$ cat src/rtl/corr_count_multi.sv
// Multi-channel windowed correlation counter: log-drop weighted x/y counts over
// self-timed 2^L-cycle windows, each finished window captured into a valid/ready snapshot.
module corr_count_multi #(
  parameter int N_CH   = 4,
  parameter int DATA_W = 16,
  parameter int TIME_W = 8
) (
  input  logic                           i_clk,
  input  logic                           i_rstn,
  input  logic                           i_enable,
  input  logic [$clog2(TIME_W+1)-1:0]    i_windowLengthExp,
  input  logic [N_CH-1:0]                i_x,
  input  logic                           i_y,
  output logic                           o_busy,
  output logic [TIME_W-1:0]              o_t,
  output logic                           o_valid,
  input  logic                           i_ready,
  output logic                           o_missed,
  output logic [N_CH*DATA_W-1:0]         o_countX,
  output logic [DATA_W-1:0]              o_countY,
  output logic [N_CH*DATA_W-1:0]         o_countIsect,
  output logic [N_CH*DATA_W-1:0]         o_countSymdiff
);

  localparam int LW = $clog2(TIME_W+1);
  localparam int WW = DATA_W - TIME_W;
  localparam logic [LW-1:0] LMAX   = LW'(TIME_W);
  localparam logic [LW-1:0] ONE_L  = {{(LW-1){1'b0}}, 1'b1};
  localparam logic [WW-1:0] MAXW   = {WW{1'b1}};
  localparam logic [TIME_W-1:0] ONE_T = {{(TIME_W-1){1'b0}}, 1'b1};

  typedef enum logic [0:0] {IDLE = 1'b0, RUN = 1'b1} state_t;

  state_t                 state_r, state_next_s;
  logic [LW-1:0]          lq_r, l_clamp_s, shift_s, k_s;
  logic [TIME_W-1:0]      t_r, s_s;
  logic [DATA_W-1:0]      w_s;
  logic                   last_s, load_s, latch_s, accept_s;
  logic                   valid_r, missed_r;
  logic [N_CH*DATA_W-1:0] cnt_x_r, cnt_i_r, cnt_d_r;
  logic [N_CH*DATA_W-1:0] sum_x_s, sum_i_s, sum_d_s;
  logic [DATA_W-1:0]      cnt_y_r, sum_y_s;
  logic [N_CH*DATA_W-1:0] snap_x_r, snap_i_r, snap_d_r;
  logic [DATA_W-1:0]      snap_y_r;

  // Run of consecutive ones from the MSB down; this is the log-drop exponent.
  function automatic logic [LW-1:0] lead_ones(input logic [TIME_W-1:0] v);
    logic [LW-1:0] n;
    logic          run;
    n   = {LW{1'b0}};
    run = 1'b1;
    for (int i = TIME_W-1; i >= 0; i--) begin
      if (run && v[i]) n = n + ONE_L;
      else             run = 1'b0;
    end
    return n;
  endfunction

  // Weight for the current window position and window-end detect.
  always_comb begin
    l_clamp_s = (i_windowLengthExp > LMAX) ? LMAX : i_windowLengthExp;
    shift_s   = LMAX - lq_r;
    s_s       = t_r << shift_s;
    k_s       = lead_ones(s_s);
    w_s       = {{TIME_W{1'b0}}, MAXW >> k_s};
    last_s    = (t_r == ({TIME_W{1'b1}} >> shift_s));
  end

  // Next-state logic; a window in progress always runs to completion.
  always_comb begin
    state_next_s = state_r;
    load_s       = 1'b0;
    latch_s      = 1'b0;
    case (state_r)
      IDLE: begin
        if (i_enable) begin
          state_next_s = RUN;
          latch_s      = 1'b1;
        end else begin
          state_next_s = IDLE;
        end
      end
      RUN: begin
        if (last_s) begin
          load_s = 1'b1;
          if (i_enable) begin
            latch_s      = 1'b1;
            state_next_s = RUN;
          end else begin
            state_next_s = IDLE;
          end
        end else begin
          state_next_s = RUN;
        end
      end
      default: state_next_s = IDLE;
    endcase
  end

  // Working sums including this cycle's samples.
  always_comb begin
    sum_y_s = cnt_y_r + (i_y ? w_s : {DATA_W{1'b0}});
    sum_x_s = cnt_x_r;
    sum_i_s = cnt_i_r;
    sum_d_s = cnt_d_r;
    for (int c = 0; c < N_CH; c++) begin
      sum_x_s[c*DATA_W +: DATA_W] = cnt_x_r[c*DATA_W +: DATA_W] + (i_x[c] ? w_s : {DATA_W{1'b0}});
      sum_i_s[c*DATA_W +: DATA_W] = cnt_i_r[c*DATA_W +: DATA_W] + ((i_x[c] & i_y) ? w_s : {DATA_W{1'b0}});
      sum_d_s[c*DATA_W +: DATA_W] = cnt_d_r[c*DATA_W +: DATA_W] + ((i_x[c] ^ i_y) ? w_s : {DATA_W{1'b0}});
    end
  end

  // FSM state register.
  always_ff @(posedge i_clk or negedge i_rstn) begin
    if (!i_rstn) state_r <= IDLE;
    else         state_r <= state_next_s;
  end

  // Window time and the window length latched at each window start.
  always_ff @(posedge i_clk or negedge i_rstn) begin
    if (!i_rstn) begin
      t_r  <= {TIME_W{1'b0}};
      lq_r <= {LW{1'b0}};
    end else begin
      if (latch_s) lq_r <= l_clamp_s;
      if (state_r == RUN && !last_s) t_r <= t_r + ONE_T;
      else                           t_r <= {TIME_W{1'b0}};
    end
  end

  // Working counters, cleared as the finished window moves to the snapshot.
  always_ff @(posedge i_clk or negedge i_rstn) begin
    if (!i_rstn) begin
      cnt_x_r <= {(N_CH*DATA_W){1'b0}};
      cnt_i_r <= {(N_CH*DATA_W){1'b0}};
      cnt_d_r <= {(N_CH*DATA_W){1'b0}};
      cnt_y_r <= {DATA_W{1'b0}};
    end else if (state_r == RUN) begin
      if (last_s) begin
        cnt_x_r <= {(N_CH*DATA_W){1'b0}};
        cnt_i_r <= {(N_CH*DATA_W){1'b0}};
        cnt_d_r <= {(N_CH*DATA_W){1'b0}};
        cnt_y_r <= {DATA_W{1'b0}};
      end else begin
        cnt_x_r <= sum_x_s;
        cnt_i_r <= sum_i_s;
        cnt_d_r <= sum_d_s;
        cnt_y_r <= sum_y_s;
      end
    end
  end

  // Snapshot register, only written at a window end.
  always_ff @(posedge i_clk or negedge i_rstn) begin
    if (!i_rstn) begin
      snap_x_r <= {(N_CH*DATA_W){1'b0}};
      snap_i_r <= {(N_CH*DATA_W){1'b0}};
      snap_d_r <= {(N_CH*DATA_W){1'b0}};
      snap_y_r <= {DATA_W{1'b0}};
    end else if (load_s) begin
      snap_x_r <= sum_x_s;
      snap_i_r <= sum_i_s;
      snap_d_r <= sum_d_s;
      snap_y_r <= sum_y_s;
    end
  end

  assign accept_s = valid_r & i_ready;

  // Handshake flags; a load coinciding with an accept is not an overrun.
  always_ff @(posedge i_clk or negedge i_rstn) begin
    if (!i_rstn) begin
      valid_r  <= 1'b0;
      missed_r <= 1'b0;
    end else if (load_s) begin
      valid_r  <= 1'b1;
      missed_r <= valid_r & ~i_ready;
    end else if (accept_s) begin
      valid_r  <= 1'b0;
      missed_r <= 1'b0;
    end
  end

  assign o_busy         = (state_r == RUN);
  assign o_t            = t_r;
  assign o_valid        = valid_r;
  assign o_missed       = missed_r;
  assign o_countX       = snap_x_r;
  assign o_countY       = snap_y_r;
  assign o_countIsect   = snap_i_r;
  assign o_countSymdiff = snap_d_r;

endmodule

$ cat config.mk
export PLATFORM = sky130hd
export DESIGN_NAME = corr_count_multi
export DESIGN_NICKNAME = d
export VERILOG_FILES = /design/src/rtl/corr_count_multi.sv
export SDC_FILE = /design/constraint.sdc
export NUM_CORES = 1
export LEC_CHECK = 0
export ABC_AREA = 0
export CAP_MARGIN = 10
export CORE_AREA = 10 10 206 208
export CTS_CLUSTER_DIAMETER = 200
export DETAILED_ROUTE_END_ITERATION = 7
export DIE_AREA = 0 0 216 218
export DONT_BUFFER_PORTS = 1
export GPL_TIMING_DRIVEN = 0
export PLACE_DENSITY = 0.78
export SLEW_MARGIN = 20
export SYNTH_ARGS = -nofsm -noshare
export SYNTH_HDL_FRONTEND = slang
export SYNTH_SLANG_ARGS = --single-unit
$ cat constraint.sdc
create_clock -name i_clk -period 9.9 [get_ports i_clk]
set_clock_uncertainty 0.2 [all_clocks]
set_input_delay 1.485 -clock i_clk [delete_from_list [all_inputs] [get_ports i_clk]]
set_output_delay 1.485 -clock i_clk [all_outputs]
set_load 0.02 [all_outputs]
After elaboration in Yosys (flattened, before gate mapping)
Cells that the tools add are included.

operators by class
  add/subtract/negate cells = 22
  $mul = 0
  div/mod/pow operators = 0
  $lt $le $gt $ge = 1
  equality and inequality tests = 1
  shift-type cells = 3
  multiplexer cells = 44
  bitwise logic cells = 12
  reductions and logical operators = 10

operators by type and width
  cell                                                                number
  16-bit by 8-bit adder with 16-bit output                            13
  64-bit 2-to-1 mux                                                   3
  8-bit 2-to-1 mux                                                    14
  4-bit 2-to-1 mux                                                    7
  4-bit by 1-bit adder with 4-bit output, second input constant       6
  1-bit 2-to-1 mux                                                    16
  16-bit 2-to-1 mux                                                   1
  8-bit by 4-bit right shift with 8-bit output, first input constant  2
  8-bit by 1-bit adder with 8-bit output, second input constant       1
  8-bit equality test                                                 1
  1-bit logical AND                                                   8
  8-bit by 4-bit left shift with 8-bit output                         1
  1-bit bitwise AND                                                   6
  4-bit > comparator, second input constant                           1
  1-bit one-hot mux with 2 select lines                               2
  4-bit subtractor, first input constant                              1
  1-bit bitwise XOR                                                   4
  1-bit by 1-bit adder with 2-bit output, second input constant       1
  2-bit 2-to-1 mux                                                    1
  1-bit inverter                                                      2
  2-bit nonzero test                                                  1
  1-bit zero test                                                     1

storage, ports and cells
  bits in registers = 431
  bits in latches = 0
  memory bits (writable) = 0
  bits in read-only memories = 0
  input port bits = 13
  memories = 0

Longest topological paths before layout
Gate-level depths: netlist of run 1.

  word-level depth = 21
  mapped depth = 41
  depth with buffers taken out = 35

Worst setup path after synthesis of run 1
Ideal clock, no wire load.

  kind = register to register
  from = register lq_r[0]
  to = register cnt_i_r[47]
  setup time = 0.118 ns
  arrival = 7.938 ns
  required time = 9.582 ns
  path slack = 1.644 ns
  cell stages (with the launch flop) = 39
  buffers on the path = 6
  clock period less this slack = 8.256 ns
  cells stage by stage = dfrtp_1 > buf_6 > buf_2 > inv_1 > ha_1 > inv_1 > ha_1 > clkbuf_1 > or3_4 > a2111oi_4 > and3_1 > buf_2 > nor2_1 > ha_1 > mux2i_1 > a21oi_1 > ha_1 > mux2i_1 > (+3 left out) > o311a_1 > o311a_2 > nor2_2 > ha_1 > nand3_1 > a31oi_1 > or2_1 > buf_2 > buf_2 > a21oi_1 > ha_1 > a21o_1 > a21oi_1 > o21a_1 > o21ai_0 > or4b_2 > a21o_1 > a21o_1

between the ends
  cells in the longest elaborated chain, start to end = 21

ends and longest elaborated chain
  element                                                                      line  RTL
  from (decl)                                                                  35    logic [LW-1:0] lq_r, l_clamp_s, shift_s, k_s;
  from (signal assigned)                                                       123   lq_r <= {LW{1'b0}};
  from (signal assigned)                                                       125   if (latch_s) lq_r <= l_clamp_s;
  4-bit subtractor *                                                           62    shift_s = LMAX - lq_r;
  8-bit by 4-bit left shift with 8-bit output                                  63    s_s = t_r << shift_s;
  1-bit 2-to-1 mux                                                             53    if (run && v[i]) n = n + ONE_L;
  1-bit by 1-bit adder with 2-bit output or 1-bit logical AND (tied branches)  53
  2-bit 2-to-1 mux or 1-bit 2-to-1 mux (tied branches)                         53
  4-bit by 1-bit adder with 4-bit output or 1-bit logical AND (tied branches)  53
  4-bit 2-to-1 mux or 1-bit 2-to-1 mux (tied branches)                         53
  4-bit by 1-bit adder with 4-bit output or 1-bit logical AND (tied branches)  53
  (+5 left out)                                                                n/a
  4-bit by 1-bit adder with 4-bit output or 1-bit logical AND (tied branches)  53
  4-bit 2-to-1 mux or 1-bit 2-to-1 mux (tied branches)                         53
  4-bit by 1-bit adder with 4-bit output or 1-bit logical AND (tied branches)  53
  4-bit 2-to-1 mux                                                             53
  8-bit by 4-bit right shift with 8-bit output                                 65    w_s = {{TIME_W{1'b0}}, MAXW >> k_s};
  8-bit 2-to-1 mux                                                             108   sum_i_s[c*DATA_W +: DATA_W] = cnt_i_r[c*DATA_W +: DATA_W] + ((i_x[c] & i_y) ? w_s : {DATA_W{1'b0}});
  16-bit by 8-bit adder with 16-bit output                                     108
  64-bit 2-to-1 mux *                                                          139   if (last_s) begin
  to (signal assigned)                                                         135   cnt_i_r <= {(N_CH*DATA_W){1'b0}};
  to (signal assigned)                                                         141   cnt_i_r <= {(N_CH*DATA_W){1'b0}};
  to (signal assigned)                                                         146   cnt_i_r <= sum_i_s;
  to (decl)                                                                    40    logic [N_CH*DATA_W-1:0] cnt_x_r, cnt_i_r, cnt_d_r;

Every way passes the cells marked *; elsewhere a longest branch is shown, timed or not.
A chain may end at the register's enable or synchronous reset.

Worst setup path after layout of run 1
  from = register lq_r[0]
  to = register snap_d_r[63], in the netlist o_countSymdiff[63]

between the ends
  cells in the longest elaborated chain, start to end = 20

ends and longest elaborated chain
  element                                                                      line  RTL
  4-bit subtractor *                                                           62
  8-bit by 4-bit left shift with 8-bit output                                  63
  1-bit 2-to-1 mux                                                             53
  1-bit by 1-bit adder with 2-bit output or 1-bit logical AND (tied branches)  53
  2-bit 2-to-1 mux or 1-bit 2-to-1 mux (tied branches)                         53
  4-bit by 1-bit adder with 4-bit output or 1-bit logical AND (tied branches)  53
  4-bit 2-to-1 mux or 1-bit 2-to-1 mux (tied branches)                         53
  4-bit by 1-bit adder with 4-bit output or 1-bit logical AND (tied branches)  53
  (+4 left out)                                                                n/a
  4-bit 2-to-1 mux or 1-bit 2-to-1 mux (tied branches)                         53
  4-bit by 1-bit adder with 4-bit output or 1-bit logical AND (tied branches)  53
  4-bit 2-to-1 mux or 1-bit 2-to-1 mux (tied branches)                         53
  4-bit by 1-bit adder with 4-bit output or 1-bit logical AND (tied branches)  53
  4-bit 2-to-1 mux                                                             53
  8-bit by 4-bit right shift with 8-bit output                                 65
  8-bit 2-to-1 mux                                                             109   sum_d_s[c*DATA_W +: DATA_W] = cnt_d_r[c*DATA_W +: DATA_W] + ((i_x[c] ^ i_y) ? w_s : {DATA_W{1'b0}});
  16-bit by 8-bit adder with 16-bit output                                     109
  to (signal assigned)                                                         158   snap_d_r <= {(N_CH*DATA_W){1'b0}};
  to (signal assigned)                                                         163   snap_d_r <= sum_d_s;
  to (decl)                                                                    43    logic [N_CH*DATA_W-1:0] snap_x_r, snap_i_r, snap_d_r;

Marked as above.

==> run metrics, run 1 <==
initial cell density of the core=approximately 64%; EDFF count, synth=0; Ports=about 230; final wirelength=between 80000 and 90000 um; number of nets in the finished design=about 2.9k; Detailed Routing Iterations Pass 1=6; top cell family by delay on the critical path=compound AO/OA/AOI/OAI gates; Final Instance Count excl. Fillers=3286; most frequently used flop master after synthesis=sky130_fd_sc_hd__dfrtp_1; worst slack at placement=~230 ps; Clk pwr share=roughly 18%; minimum setup slack in the final design=401 ps; global-route wire length before repair=roughly 120000 um; sort of element at the end of the critical path=register; Worst path depth=39; leading cell types by total area after synthesis=sky130_fd_sc_hd__dfrtp_1, sky130_fd_sc_hd__o21ai_0, sky130_fd_sc_hd__ha_1; clock latency reported for the late side of the worst-skew pair=about 620 ps; remaining antenna violation count=0; placeable core region=0.0383 mm2; Worst EP arrival=approximately 10000 ps; unrepaired setup endpoints after global routing=no; final global-route overflow total=0; half-perimeter wire length after detailed placement=around 57000 um; cell type of the slowest stage on the worst timing path=sky130_fd_sc_hd__mux4_2; worst max-slew margin expressed relative to the limit=-19.1%; vias in the first global route=between 20k and 25k; biggest area consumer among synthesized cells=sky130_fd_sc_hd__dfrtp_1; combinational fraction of design power=49.1%; type of the most critical hold path=register to register; post-synthesis cell count=around 2.7k; failing checks=slew limit; detailed-route vias per instance=between 6 and 7; final critical-path share of the clock period=a little over nine tenths; final setup TNS=0 ps; total number of vias=about 22k; Syn Std Cell Area=around 0.025 mm2; FP Rows=72; mean routed wirelength per cell=24.7 um; flip-flop and latch count after synthesis=431; crit path buf inv count=9; minimum clock period=around 9500 ps; clock root cell=sky130_fd_sc_hd__clkbuf_16; async set-reset flop share out of synthesis=between 90% and 100%; number of antenna violations at the first check in global routing=0; CTS HTree Levels=2; CP Max Fanout=10; result of the run=finished with violations; average cell area after synthesis=just over 9 um2; Final Max Slew Viols=approximately 160; area added between synthesis and finish=9.40%; peak per-stage delay on the critical path=~570 ps; cell depth of the worst hold path=1; Switching Fraction=between 40% and 50%; count of final setup violators=0; IR drop worst, VDD=between 0.2 and 0.25 mV; share of cells above drive strength 1=7.04%; overall fraction of global-route tracks in use=between 30% and 40%; count of clock tree sinks=about 430; share of the yosys chip area belonging to registers=43.8%; DRT iter0 DRCs=about 2.6k; kind of launch point of the worst setup path=register; share of Yosys cell area claimed by the top area cell type=about 44%; FF-to-FF path depth=39; antenna fix cells=0; # Max-Cap Violations=0; Buffers on Ports=0; unique cell type count in the Yosys netlist=81; TritonCTS clock tree=done; register share of total power=33.4%; Fmax=roughly 110 MHz; routability cong.=roughly 1; die width=216 um; Final Power=roughly 10 mW; P_int=about 5.4 mW; switching pwr=around 5.1 mW; number of instances in the placed design=roughly 3.2k; vertical die dimension=218 um; critical path class=register to register; dominant cell type by count on the critical path=sky130_fd_sc_hd__ha_1; maximum number of pins on one net before global-route repair=~430; Num CTS Buffers=46; Worst Hold Slack=around 300 ps; count of yosys warnings during synthesis=0; # fillers=2977; required time reported for the critical path endpoint=about 10000 ps; P per Cell Area=between 300 and 400 mW/mm2; Hold Vio Cnt, Final=0; deepest clock path buffer count=3; Die Area=0.0471 mm2; remaining design rule violation count=0; total leakage power=12.2 nW; net count after synthesis=2823; clock slew at reported path FFs=approximately 60 ps; transition time at the pin with the least slew margin=between 1500 and 2000 ps
## Yosys cell counts, types with 11 or more instances
library cell                count
sky130_fd_sc_hd__o211ai_1      12
sky130_fd_sc_hd__nand2b_1      12
sky130_fd_sc_hd__a21oi_1      134
sky130_fd_sc_hd__and2_1        15
sky130_fd_sc_hd__nor3_1        78
sky130_fd_sc_hd__and3_1        30
sky130_fd_sc_hd__nand4_1       24
sky130_fd_sc_hd__a31oi_1       55
sky130_fd_sc_hd__a22o_1        48
sky130_fd_sc_hd__dfrtp_1      431
sky130_fd_sc_hd__nand3_1       91
sky130_fd_sc_hd__inv_1        118
sky130_fd_sc_hd__o31ai_1       48
sky130_fd_sc_hd__nand2_1      349
sky130_fd_sc_hd__or3_1         27
sky130_fd_sc_hd__fa_1          13
sky130_fd_sc_hd__xor2_1        83
sky130_fd_sc_hd__a21o_1        33
sky130_fd_sc_hd__buf_2         44
sky130_fd_sc_hd__o2bb2ai_1     62
sky130_fd_sc_hd__o21bai_1      29
sky130_fd_sc_hd__nor2b_1       20
sky130_fd_sc_hd__clkbuf_1      95
sky130_fd_sc_hd__mux2_2        13
sky130_fd_sc_hd__a211oi_1      11
sky130_fd_sc_hd__o21ai_0      303
sky130_fd_sc_hd__o21a_1        15
sky130_fd_sc_hd__ha_1         118
sky130_fd_sc_hd__nor2_1       132
sky130_fd_sc_hd__buf_1         12
sky130_fd_sc_hd__xnor2_1       98
## power by group through the flow
| stage | clock network, mW | logic, mW | registers [mW] |
|---|---|---|---|
| 2_1_floorplan | 0 | 3.65 | 3.28 |
| 3_3_place_gp | 0 | 4.77 | 3.47 |
| 3_5_place_dp | 0 | 4.96 | 3.50 |
| 4_1_cts | 1.85 | 4.99 | 3.49 |
| 5_1_grt | 1.91 | 5.62 | 3.57 |
| 6_report | 1.84 | 5.13 | 3.49 |
## placed cells by master, fill, tap and decap left out, types with 15 or more instances in the layout
cell / n
sky130_fd_sc_hd__nor3_1: 78
sky130_fd_sc_hd__nand4_1: 24
sky130_fd_sc_hd__o31ai_1: 48
sky130_fd_sc_hd__a31oi_1: 55
sky130_fd_sc_hd__and2_1: 15
sky130_fd_sc_hd__a21oi_1: 132
sky130_fd_sc_hd__ha_1: 118
sky130_fd_sc_hd__nand2_1: 349
sky130_fd_sc_hd__o21a_1: 15
sky130_fd_sc_hd__o21ai_0: 297
sky130_fd_sc_hd__nand3_1: 91
sky130_fd_sc_hd__clkbuf_1: 95
sky130_fd_sc_hd__inv_1: 118
sky130_fd_sc_hd__nor2_1: 131
sky130_fd_sc_hd__a22o_1: 48
sky130_fd_sc_hd__buf_2: 43
sky130_fd_sc_hd__o2bb2ai_1: 62
sky130_fd_sc_hd__xor2_1: 83
sky130_fd_sc_hd__and3_1: 30
sky130_fd_sc_hd__or3_1: 27
sky130_fd_sc_hd__xnor2_1: 98
sky130_fd_sc_hd__a21o_1: 33
sky130_fd_sc_hd__o21bai_1: 29
sky130_fd_sc_hd__dfrtp_1: 431
sky130_fd_sc_hd__clkbuf_16: 46
sky130_fd_sc_hd__nor2b_1: 20
## sequential cells by signal, indices dropped and copies added, names as in the netlist
name            count
cnt_y_r            16
cnt_i_r            64
o_valid             1
o_missed            1
cnt_d_r            64
o_countX           64
lq_r                4
cnt_x_r            64
o_busy              1
o_countSymdiff     64
o_countY           16
o_t                 8
o_countIsect       64
## stage by stage
stage,instance area (um2),util [%]
final,27000,70.4
after global placement,25300,66.0
after CTS,26900,70.2
after global routing,27000,70.4
after floorplan,24600,-
after detailed placement,25300,66.1
## final cells by class
class                   count  area (um2)  share of cell area, %
repair buffers              4        30.0                  0.111
clock inverters            24         274                   1.02
plain buffers             157         697                   2.59
flip-flops and latches    431       10800                   40.0
inverters                 119         447                   1.66
multi-input cells        1972       12700                   47.3
clock buffers              61        1330                   4.93
well taps                 518         648                   2.40
## worst paths after layout
check | slack (ps) | end | start
max in group asynchronous | 7680 | o_countSymdiff[37] | i_rstn
worst min-delay path | 300 | cnt_d_r[52] | cnt_d_r[52]
min in group asynchronous | 390 | lq_r[2] | i_rstn
worst max-delay path | 400 | o_countSymdiff[63] | lq_r[0]
worst min register to register | 300 | cnt_d_r[52] | cnt_d_r[52]
worst max register to register | 400 | o_countSymdiff[63] | lq_r[0]
## kinds of logic after synthesis
| group | Yosys count | synth area share [%] |
|---|---|---|
| adders and majority gates | 131 | 7.05 |
| buffers and inverters | 276 | 4.62 |
| muxes | 23 | 1.24 |
| DFF | 431 | 43.8 |
| and+or+nand+nor | 809 | 15.1 |
| xor gates and xnor gates | 181 | 6.43 |
| AOI/OAI and AO/OA | 828 | 21.8 |
## metal layers
metal	global-route usage, %	share of wire, %
met4	18.4	5.6
met1	42.2	39
met2	51.5	45
met5	0	0
met3	9.17	11
## what timing repair did
item	in CTS	in global routing
hold buffers	0	0
endpoints found under the setup margin	0	100
resized for setup	0	12
setup buffers	0	4
(Power assumes the default switching activity.)
==> run 2, diff against run 1 <==
--- a/config.mk
+++ b/config.mk
@@ -9,6 +9,7 @@
 export CAP_MARGIN = 10
 export CORE_AREA = 10 10 206 208
 export CTS_CLUSTER_DIAMETER = 200
+export CTS_CLUSTER_SIZE = 30
 export DETAILED_ROUTE_END_ITERATION = 7
 export DIE_AREA = 0 0 216 218
 export DONT_BUFFER_PORTS = 1
==> run metrics, run 2 (synthesis results as in run 1) <==
result of the run=finished, final reports clean; transition time at the pin with the least slew margin=1370 ps (-418 ps); initial cell density of the core=64.4% (unchanged); commonest cells after routing, fill and taps aside=sky130_fd_sc_hd__dfrtp_1, sky130_fd_sc_hd__nand2_1, sky130_fd_sc_hd__o21ai_0; Num CTS Buffers=18 (-61%); count of clock tree sinks=431 (unchanged); Final Instance Count excl. Fillers=3219 (-2.0%); peak per-stage delay on the critical path=580 ps (about the same); P_int=4.66 mW (-14%); Clk pwr share=9.8% (-7.8 points); vias in the first global route=20.5k (-2.5%); critical path endpoint=cnt_d_r[29]; CP Max Fanout=10 (unchanged); Fmax=105 MHz (-0.28%); clock root cell=sky130_fd_sc_hd__clkbuf_16; CTS HTree Levels=1 (-1); routability cong.=0.988 (unchanged); half-perimeter wire length after detailed placement=57300 um (unchanged); count of final setup violators=0 (unchanged); TritonCTS clock tree=done; global-route wire length before repair=120000 um (-2.3%); Buffers on Ports=0 (unchanged); commonest non-fill, non-tap cell in the layout=sky130_fd_sc_hd__dfrtp_1; start point of the critical path=lq_r[0]; number of antenna violations at the first check in global routing=1 (+1); vertical die dimension=218 um (unchanged); IR drop worst, VDD=0.222 mV (-11%); total number of vias=21.4k (-1.2%); DRT iter0 DRCs=2552 (-1.5%); number of nets in the finished design=2844 (-1.1%); Die Area=0.0471 mm2 (unchanged); required time reported for the critical path endpoint=10200 ps (+30 ps); Critical R2R Capture=cnt_d_r[29]; overall fraction of global-route tracks in use=32.5% (-0.93 points); R2R setup slack=370 ps (-30 ps); kind of launch point of the worst setup path=register; final critical-path share of the clock period=96.2% (+0.27 points); placeable core region=0.0383 mm2 (unchanged); worst max-slew margin expressed relative to the limit=8.71% (+28 points); Detailed Routing Iterations Pass 1=6 (unchanged); share of cells above drive strength 1=4.81% (-2.2 points); final global-route overflow total=0 (unchanged); unrepaired setup endpoints after global routing=no; Ports=232 (unchanged); P per Cell Area=368 mW/mm2 (-5.1%); Final Max Slew Viols=0 (-100%); minimum clock period=9530 ps (+26.8 ps); Worst EP arrival=9820 ps (+50 ps); die width=216 um (unchanged); maximum number of pins on one net before global-route repair=432 (unchanged); final wirelength=79300 um (-2.1%); FF-to-FF path depth=38 (-2.6%); area added between synthesis and finish=4.88%; switching pwr=4.85 mW (-4.2%); detailed-route vias per instance=6.64 (+0.86%); Final Power=9.51 mW (-9.0%); number of instances in the placed design=3197 (unchanged); remaining design rule violation count=0 (unchanged); final setup TNS=0 ps (unchanged); type of the most critical hold path=register to register; clock slew at reported path FFs=120 ps (+60 ps); # Max-Cap Violations=0 (unchanged); remaining antenna violation count=0 (unchanged); dominant cell type by count on the critical path=sky130_fd_sc_hd__ha_1; clock latency reported for the late side of the worst-skew pair=560 ps (-60 ps); register share of total power=36.5% (+3.1 points); deepest clock path buffer count=3 (unchanged); total leakage power=11.6 nW (-4.7%); cell type of the slowest stage on the worst timing path=sky130_fd_sc_hd__mux4_2; Hold Vio Cnt, Final=0 (unchanged); FP Rows=72 (unchanged); combinational fraction of design power=53.7% (+4.6 points); Switching Fraction=51.0% (+2.6 points); critical path class=register to register; reg2reg start=lq_r[0]; sort of element at the end of the critical path=register; mean routed wirelength per cell=24.6 um (about the same)
-- run 2: cell types whose count changed in the layout (fill, tap and decap cells not counted), sizes merged --
| cell | previous run | this run |
|---|---|---|
| buf | 65 | 62 |
| bufinv | 5 | 0 |
| clkbuf | 157 | 115 |
| clkinv | 16 | 0 |
| clkinvlp | 1 | 0 |
| diode | 0 | 1 |
| inv | 121 | 120 |
-- run 2: critical path: cells and delay by family, from the launching register on --
family / cells / cell delay [ps]
AND/OR/NAND/NOR: 9 / 1860
AO/OA/AOI/OAI: 10 / 2680
adder cells (fa/ha/maj): 7 / 1930
multiplexers: 3 / 940
flip-flops: 1 / 470
buffers and inverters: 9 / 1380
-- run 2: how the worst min path moves through the flow --
stage | startpoint | cells after the start | end
floorplan | cnt_d_r[52] | 1 | cnt_d_r[52]
global placement | cnt_d_r[52] | 1 | cnt_d_r[52]
detailed placement | cnt_d_r[38] | 1 | cnt_d_r[38]
CTS | cnt_d_r[23] | 1 | cnt_d_r[23]
global route | cnt_i_r[36] | 1 | cnt_i_r[36]
finish | cnt_d_r[38] | 1 | cnt_d_r[38]
-- run 2: final cells by class --
cell class	count	area, um2
plain buffers	157	697
inverters	119	447
well taps	518	648
diodes	1	2.50
flip-flops and latches	431	10800
fillers	3102	12400
clock inverters	1	20.0
clock buffers	19	475
multi-input cells	1972	12800
repair buffers	1	7.51
-- run 2: timing repair --
| action | CTS | global route |
|---|---|---|
| setup endpoints to repair | 0 | 118 |
| setup buffers | 0 | 1 |
| gates resized for setup | 0 | 13 |
| hold buffers | 0 | 0 |
-- run 2: power groups by stage --
| stage | Combinational, mW | Clock, mW | Sequential (mW) |
|---|---|---|---|
| finish | 5.11 | 0.927 | 3.47 |
| global route | 5.61 | 0.989 | 3.56 |
| CTS | 4.98 | 0.932 | 3.47 |
| detailed placement | 4.96 | 0 | 3.50 |
| global placement | 4.77 | 0 | 3.47 |
| floorplan | 3.65 | 0 | 3.28 |
-- run 2: routing by layer --
metal / vias up / wire length [um] / share of wire [%] / global-route usage (%)
met5: - / 0 / 0 / 0
met4: 0 / 3890 / 4.9 / 15.1
met3: 203 / 8570 / 11 / 8.61
met2: 1073 / 35500 / 45 / 50.6
met1: 10525 / 31300 / 40 / 41.9
li1: 9563 / - / - / -
-- run 2: through the flow --
stage / area [um2] / worst slack (ps) / hold slack (ps) / util, %
after floorplan: 24600 / 1640 / 260 / -
after global placement: 25300 / 242 / 271 / 66.0
after detailed placement: 25300 / 232 / 281 / 66.1
after CTS: 25800 / 195 / 309 / 67.4
after global routing: 25800 / 1.48 / 319 / 67.5
final: 25800 / 375 / 308 / 67.5
